## src/rtl/serial_mult_rr_arbiter.sv

```systemverilog
// serial_mult_rr_arbiter: shares one signed serial multiplier between N requester lanes.
// Lanes are granted round-robin; the granted lane's operands are latched, the multiplier
// is started with a one-cycle mul_en pulse, and the 2W-bit product is returned with the
// lane id. A WAIT-state timer reports an error if the multiplier never completes.
// Ports:
//   clk, rst_n                 clock, asynchronous active-low reset
//   req_valid/req_a/req_b      per-lane request and operands (lane i at [i*W +: W])
//   req_ready                  one-hot accept pulse to the granted lane
//   mul_en/mul_a/mul_b         multiplier start pulse and held operands
//   mul_valid/mul_s            multiplier done level and product
//   rsp_valid/rsp_ready        response handshake
//   rsp_id/rsp_data/rsp_err    lane id, signed product (0 on error), timeout flag
module serial_mult_rr_arbiter #(
  parameter int unsigned W       = 11,
  parameter int unsigned N       = 4,
  parameter int unsigned TIMEOUT = 64
) (
  input  logic                  clk,
  input  logic                  rst_n,
  input  logic [N-1:0]          req_valid,
  input  logic [N*W-1:0]        req_a,
  input  logic [N*W-1:0]        req_b,
  output logic [N-1:0]          req_ready,
  output logic                  mul_en,
  output logic [W-1:0]          mul_a,
  output logic [W-1:0]          mul_b,
  input  logic                  mul_valid,
  input  logic [2*W-1:0]        mul_s,
  output logic                  rsp_valid,
  input  logic                  rsp_ready,
  output logic [$clog2(N)-1:0]  rsp_id,
  output logic [2*W-1:0]        rsp_data,
  output logic                  rsp_err
);

  localparam int unsigned IDW = $clog2(N);
  localparam int unsigned TW  = $clog2(TIMEOUT);
  localparam int unsigned PW  = 2 * W;

  typedef enum logic [1:0] {
    S_IDLE  = 2'd0,
    S_ISSUE = 2'd1,
    S_WAIT  = 2'd2,
    S_RESP  = 2'd3
  } state_e;

  state_e         state_q, state_d;
  logic [IDW-1:0] rr_ptr_q, rr_ptr_d;
  logic [TW-1:0]  timer_q, timer_d;
  logic           valid_q, valid_d;
  logic [W-1:0]   op_a_q, op_a_d;
  logic [W-1:0]   op_b_q, op_b_d;
  logic [IDW-1:0] id_q, id_d;
  logic [PW-1:0]  rsp_data_q, rsp_data_d;
  logic           rsp_err_q, rsp_err_d;

  logic           grant_found;
  logic [IDW-1:0] grant_id;
  logic [IDW:0]   scan_sum;
  logic [IDW-1:0] scan_idx;
  logic           mul_done;
  logic           timed_out;

  // Only a rising edge of the done level counts, so a stale high level is ignored.
  assign mul_done  = mul_valid & ~valid_q;
  assign timed_out = (timer_q == TW'(TIMEOUT - 1));

  // Round-robin scan: first requesting lane at or after rr_ptr, wrapping at N.
  always_comb begin
    grant_found = 1'b0;
    grant_id    = '0;
    scan_sum    = '0;
    scan_idx    = '0;
    for (int unsigned k = 0; k < N; k++) begin
      scan_sum = {1'b0, rr_ptr_q} + (IDW+1)'(k);
      if (scan_sum >= (IDW+1)'(N)) begin
        scan_sum = scan_sum - (IDW+1)'(N);
      end
      scan_idx = scan_sum[IDW-1:0];
      if (!grant_found && req_valid[scan_idx]) begin
        grant_found = 1'b1;
        grant_id    = scan_idx;
      end
    end
  end

  // State register.
  always_ff @(posedge clk or negedge rst_n) begin
    if (!rst_n) begin
      state_q <= S_IDLE;
    end else begin
      state_q <= state_d;
    end
  end

  // Next-state logic.
  always_comb begin
    state_d = state_q;
    case (state_q)
      S_IDLE:  if (grant_found) state_d = S_ISSUE;
      S_ISSUE: state_d = S_WAIT;
      S_WAIT:  if (mul_done || timed_out) state_d = S_RESP;
      S_RESP:  if (rsp_ready) state_d = S_IDLE;
      default: state_d = S_IDLE;
    endcase
  end

  // Control outputs decoded from state; req_ready is also held low while in reset
  // so every output reads 0 during reset regardless of incoming requests.
  always_comb begin
    req_ready = '0;
    mul_en    = 1'b0;
    rsp_valid = 1'b0;
    case (state_q)
      S_IDLE:  if (grant_found && rst_n) req_ready = N'(1) << grant_id;
      S_ISSUE: mul_en = 1'b1;
      S_RESP:  rsp_valid = 1'b1;
      default: ;
    endcase
  end

  // Datapath next-values: operand latch, timer, response capture, pointer advance.
  always_comb begin
    rr_ptr_d   = rr_ptr_q;
    timer_d    = timer_q;
    valid_d    = mul_valid;
    op_a_d     = op_a_q;
    op_b_d     = op_b_q;
    id_d       = id_q;
    rsp_data_d = rsp_data_q;
    rsp_err_d  = rsp_err_q;
    case (state_q)
      S_IDLE: begin
        if (grant_found) begin
          op_a_d = req_a[32'(grant_id) * W +: W];
          op_b_d = req_b[32'(grant_id) * W +: W];
          id_d   = grant_id;
        end
      end
      S_ISSUE: timer_d = '0;
      S_WAIT: begin
        if (mul_done) begin
          rsp_data_d = mul_s;
          rsp_err_d  = 1'b0;
        end else if (timed_out) begin
          rsp_data_d = '0;
          rsp_err_d  = 1'b1;
        end else begin
          timer_d = timer_q + TW'(1);
        end
      end
      S_RESP: begin
        if (rsp_ready) begin
          rr_ptr_d = (id_q == IDW'(N - 1)) ? '0 : IDW'(id_q + IDW'(1));
        end
      end
      default: ;
    endcase
  end

  // Datapath registers.
  always_ff @(posedge clk or negedge rst_n) begin
    if (!rst_n) begin
      rr_ptr_q   <= '0;
      timer_q    <= '0;
      valid_q    <= 1'b0;
      op_a_q     <= '0;
      op_b_q     <= '0;
      id_q       <= '0;
      rsp_data_q <= '0;
      rsp_err_q  <= 1'b0;
    end else begin
      rr_ptr_q   <= rr_ptr_d;
      timer_q    <= timer_d;
      valid_q    <= valid_d;
      op_a_q     <= op_a_d;
      op_b_q     <= op_b_d;
      id_q       <= id_d;
      rsp_data_q <= rsp_data_d;
      rsp_err_q  <= rsp_err_d;
    end
  end

  assign mul_a    = op_a_q;
  assign mul_b    = op_b_q;
  assign rsp_id   = id_q;
  assign rsp_data = rsp_data_q;
  assign rsp_err  = rsp_err_q;

endmodule

```

## config.mk

```make
export PLATFORM = sky130hd
export DESIGN_NAME = serial_mult_rr_arbiter
export DESIGN_NICKNAME = d
export VERILOG_FILES = /design/src/rtl/serial_mult_rr_arbiter.sv
export SDC_FILE = /design/constraint.sdc
export NUM_CORES = 1
export LEC_CHECK = 0
export CORE_AREA = 2 2 94 96
export DETAILED_ROUTE_END_ITERATION = 6
export DIE_AREA = 0 0 96 98
export GPL_TIMING_DRIVEN = 0
export PLACE_DENSITY = 0.82
export SYNTH_ARGS = -nofsm -noshare
export SYNTH_HDL_FRONTEND = slang
export SYNTH_SLANG_ARGS = --single-unit
```

## constraint.sdc

```tcl
create_clock -name clk -period 3.33 [get_ports clk]
set_input_delay 0.999 -clock clk [delete_from_list [all_inputs] [get_ports clk]]
set_output_delay 0.999 -clock clk [all_outputs]
set_load 0.02 [all_outputs]
```

After elaboration in Yosys (flattened, before gate mapping). Cells that the tools add are included.

Input port bits: 118. Register bits after elaboration: 58.

Equality and inequality tests: 10. Magnitude comparators: 8. $add $sub $neg: 9. Bitwise gates (word level): 2. Multiplexer cells: 36. Shifts and indexed selects: 3. $mul: 1. Reductions and logical operators: 16.

Operator list (count): 44-bit by 7-bit variable part select with 11-bit output (2); 22-bit two-way mux (2); 2-bit two-way mux (12); 2-bit by 3-bit less-than comparator with 1-bit output (second input constant) (4); 1-bit two-way mux (12); 6-bit two-way mux (2); 6-bit one-hot mux with 2 select lines (1); 2-bit != test (second input constant) (5); 3-bit >= comparator (second input constant) (3); 1-bit binary-select mux with 2-bit select (4); 4-bit two-way mux (2); 2-bit one-hot mux with 4 select lines (1); 2-bit by 1-bit subtractor with 2-bit output (second input constant) (4); 2-bit by 2-bit adder with 3-bit output (second input constant) (2); 6-bit by 1-bit adder with 6-bit output (second input constant) (1); 2-bit equality test (second input constant) (3); 6-bit equality test (second input constant) (1); 2-bit by 4-bit multiplier with 6-bit output (second input constant) (1); 2-bit AND reduction (3); 3-bit AND reduction (2); 1-bit logical AND (4); 2-bit nonzero test (2); 1-bit by 2-bit << shifter with 4-bit output (first input constant) (1); 2-bit by 1-bit adder with 3-bit output (second input constant) (1); other kinds (8) (10).

Longest topological paths before layout.
Depth after elaboration: 17. Depth in mapped cells: 8. Mapped depth without buffers: 6.

Worst setup path before layout. Ideal clock, no wire load.

Kind: in2out. Start: in req_valid[3]. End: out req_ready[1]. Path slack: 0.277 ns. Path buffers: 3. Data required time: 2.331 ns. Stages on the path: 6. Arrival time: 2.054 ns. Path through: buf_6 nor4_2 nor2b_1 buf_2 buf_2 and3_1.

Cells in the longest elaborated chain, start to end: 15. Elaborated cells on any way between the ends: 26. Classes of those cells: shift: 1; mux: 18; reduce/logical: 7.

RTL lines: start, declared (line 20) `input logic [N-1:0] req_valid,`; 1-bit binary-select mux with 2-bit select (line 80) `if (!grant_found && req_valid[scan_idx]) begin`; 1-bit two-way mux (not written as such) (line 80); 1-bit two-way mux (line 80); 1-bit zero test (line 80); 1-bit logical AND (line 80); 1-bit two-way mux (line 80); 1-bit zero test (line 80); 1-bit logical AND (line 80); 1-bit two-way mux (line 80); 1-bit zero test (line 80); 1-bit logical AND (line 80); 2-bit two-way mux / 1-bit two-way mux (equally long branches) (line 80); 1-bit by 2-bit << shifter with 4-bit output / 1-bit logical AND (equally long branches) (line 115) `S_IDLE: if (grant_found && rst_n) req_ready = N'(1) << grant_id;`; 4-bit two-way mux * (line 115); 4-bit two-way mux * (line 114) `case (state_q)`; end, declared (line 23) `output logic [N-1:0] req_ready,`.

Mark *: on every way between the ends. The rest lies on a longest branch, timed or not. The select of a mux whose other input is x is not followed.

Final worst setup path.
Start: in req_valid[0]. End: out req_ready[1].

Same word-level chain as after synthesis.

==> flow_metrics.py <==
metrics = {
    "logic_synthesis": {
        "ys_ff_latch": 58,
        "synth_cell_types": 40,
        "synth_fp_nets": 472,
        "netlist_instances": 348,
        "muxShareOfSynthArea_pct": 7.06,
        "synth_async_sr_flop_share_pct": 100,
        "yosysSeqAreaShare_pct": 44.3,
        "synth_top_family_by_area": "compound AO/OA/AOI/OAI gates",
        "synth_adder_area_share_pct": 2.29,
        "synth_xor_area_share_pct": 0.267,
        "ys.flop_type": "dfrtp_1",
        "syn_avg_cell_area_um2": 9.42,
        "yosys_warnings": 0,
        "synth_compound_area_share_pct": 25.4,
        "synth_edf_count": 0,
        "synth_simple_gate_area_share_pct": 15.6,
        "syn-cell-area_mm2": 0.00328,
    },
    "power_and_ir_drop": {
        "seqPwrFrac_pct": 27.3,
        "switchingPower_mw": 1.89,
        "intPower_mw": 2.65,
        "peakVddDrop_mv": 0.450,
        "p_leak_nw": 2.29,
        "power_switching_share_pct": 41.6,
        "powerDensity_mw_per_mm2": 834,
        "p_clk_share_pct": 16.2,
        "total_power_mw": 4.54,
        "power_frac_comb_pct": 56.5,
    },
    "timing": {
        "drv_slew": 0,
        "setup_violations": 0,
        "final.min_clock_period_ns": 3.29,
        "finalHoldViolCount": 0,
        "fin_hold_ws_ns": 0.511,
        "worst_slew_pin_slew_ns": 0.720,
        "post-route-period-util_pct": 98.7,
        "fmax_mhz": 304,
        "relSlewSlack_pct": 51.6,
        "finalClockSkew_ns": 0.0116,
        "setup_slack_ns": 0.0432,
    },
    "grt": {
        "grt_overflow": 0,
        "track_usage_pct": 23.4,
        "grt_pass1_wl_mm": 17.1,
        "antenna_found_initial": 0,
        "grt_max_degree": 38,
        "grt_pass1_vias": 3489,
    },
    "layout": {
        "n_antenna_cell": 0,
        "final_common_cell": "clkdlybuf4s50_1",
        "nets": 655,
        "layout-drive-gt1-share_pct": 12.3,
        "final_cell_mix": "clkdlybuf4s50_1, dfrtp_1, nand2_1",
        "area_delta_synth_final_pct": 66.0,
    },
    "routing": {
        "drtIter0Drc": 148,
        "dr.pass1.iters": 5,
        "drc_errors": 0,
        "drtAntennaViolNets": 0,
        "vias": 3439,
        "vias_per_cell": 5.34,
        "avgRoutedWirePerCell_um": 17.2,
        "wirelength_mm": 11.1,
    },
    "min_path": {
        "hold_end": "rsp_err",
        "hold_class": "reg2reg",
        "min_from": "rsp_err",
        "min_path_cells": 2,
    },
    "flow_run": {
        "drv_cap": 0,
    },
    "die": {
        "num_io_pins": 171,
        "die_w_um": 96,
        "rows": 34,
        "core_area_mm2": 0.00847,
        "die_h_um": 98,
        "dieArea_mm2": 0.00941,
        "start_util_pct": 38.7,
    },
    "worst_setup_path": {
        "reg2reg_from": "state_q[1]",
        "start_kind": "primary input",
        "worst_r2r_endpoint": "mul_b[9]",
        "arrival_ns": 2.29,
        "cp-startpoint": "req_valid[0]",
        "path_class": "in2out",
        "required_ns": 2.33,
        "end_kind": "primary output",
        "r2r_slack_ns": 1.29,
        "worstPathMaxFanout": 10,
        "reg2reg_depth": 7,
    },
    "place": {
        "preCtsSetupSlack_ns": -0.995,
        "globalplace.congestion": 0.806,
        "portBuffers": 169,
        "hpwlAfterDp_mm": 8.48,
    },
    "clocking": {
        "htree_num_levels": 3,
        "clock_latency_ns": 0.34,
        "clkSinkCount": 58,
        "cts-root-buf": "clkbuf_8",
        "holdBufCountCts": 0,
        "cts_tree": "done",
        "cts_buffers": 9,
        "cts.clk_slew.worst_paths_ns": 0.07,
        "clk_path_buf_depth": 2,
    },
    "run_status": {
        "outcome": "complete, no violations",
    },
}
-- per-stage QoR --
stage / area [um^2] / std cells / utilization [%] / TNS (ns)
4_1_cts: 5410 / 643 / 63.9 / -0.0466
3_5_place_dp: 5120 / 626 / 60.5 / -3.51
6_report: 5440 / 644 / 64.3 / 0
3_3_place_gp: 5100 / 625 / 60.3 / -46.89
2_1_floorplan: 3280 / 348 / - / 0
5_1_grt: 5440 / 644 / 64.3 / -0.0165
-- power by group through the flow --
stage	clock (mW)	sequential, mW	combinational, mW
global route	0.790	1.29	2.78
finish	0.734	1.24	2.56
CTS	0.752	1.24	2.54
floorplan	0	1.53	1.12
global placement	0	1.22	2.43
detailed placement	0	1.24	2.49
-- state kept, by name, summed over array words and instances (netlist names) --
| signal | flops |
|---|---|
| rsp_id | 2 |
| mul_b | 11 |
| rr_ptr_q | 2 |
| rsp_err | 1 |
| state_q | 2 |
| mul_a | 11 |
| valid_q | 1 |
| rsp_data | 22 |
| timer_q | 6 |
-- kinds of logic (layout without fill, tap and decap cells) --
family                   Yosys count  after routing
adder cells (fa/ha/maj)            6              6
XOR/XNOR                           1              1
AO/OA/AOI/OAI                    116            116
multiplexers                      23             23
flip-flops                        58             58
buffers and inverters             30            218
AND/OR/NAND/NOR                  114            114
-- routing by layer --
layer	routed length (um)	vias to the layer above	GRT usage, %
li1	-	1643	-
met1	4180	1628	26.1
met2	5570	158	40.9
met3	1210	10	8.10
met4	126	0	7.91
met5	0	-	0
-- area by class of cell --
type | instances | area, um^2
timing repair buffer | 173 | 1720
sequential | 58 | 1450
inverter | 5 | 18.8
buffer | 24 | 171
fill | 697 | 3030
multi-input combinational | 260 | 1720
clock inverter | 7 | 104
clock buffer | 9 | 124
tap | 108 | 135
-- synth_stat cells (all sizes together), types with 5 or more instances --
| master | n | area, um^2 |
|---|---|---|
| and3 | 6 | 42.5 |
| ha | 6 | 75.1 |
| buf | 15 | 110 |
| mux2i | 22 | 220 |
| clkbuf | 10 | 37.5 |
| nand2b | 5 | 31.3 |
| nor2 | 31 | 116 |
| inv | 5 | 18.8 |
| nand2 | 56 | 210 |
| o22ai | 24 | 164 |
| nor2b | 5 | 31.3 |
| o21ai | 53 | 265 |
| a221oi | 22 | 262 |
| dfrtp | 58 | 1450 |
-- critical path, cell delays in order --
cell and delay [ns]:
clkbuf_4 0.17, o21ai_0 0.20, o211a_1 0.21, buf_6 0.15, buf_12 0.15, and3_1 0.15, clkdlybuf4s15_2 0.26
-- timing repair --
| item | 4_1_cts | 5_1_grt |
|---|---|---|
| gates resized for setup | 31 | 13 |
| buffers inserted | 2 | 1 |
| endpoints found under the hold margin | 0 | 0 |
| endpoints found under the setup margin | 4 | 4 |
| pin swaps | 2 | 0 |
-- worst max path at each step --
stage	end	cells after the start
after floorplan	req_ready[1]	6
after global placement	req_ready[3]	3
after detailed placement	req_ready[0]	7
after CTS	req_ready[0]	7
after global routing	req_ready[1]	7
final	req_ready[1]	7
(Power assumes the default switching activity.)
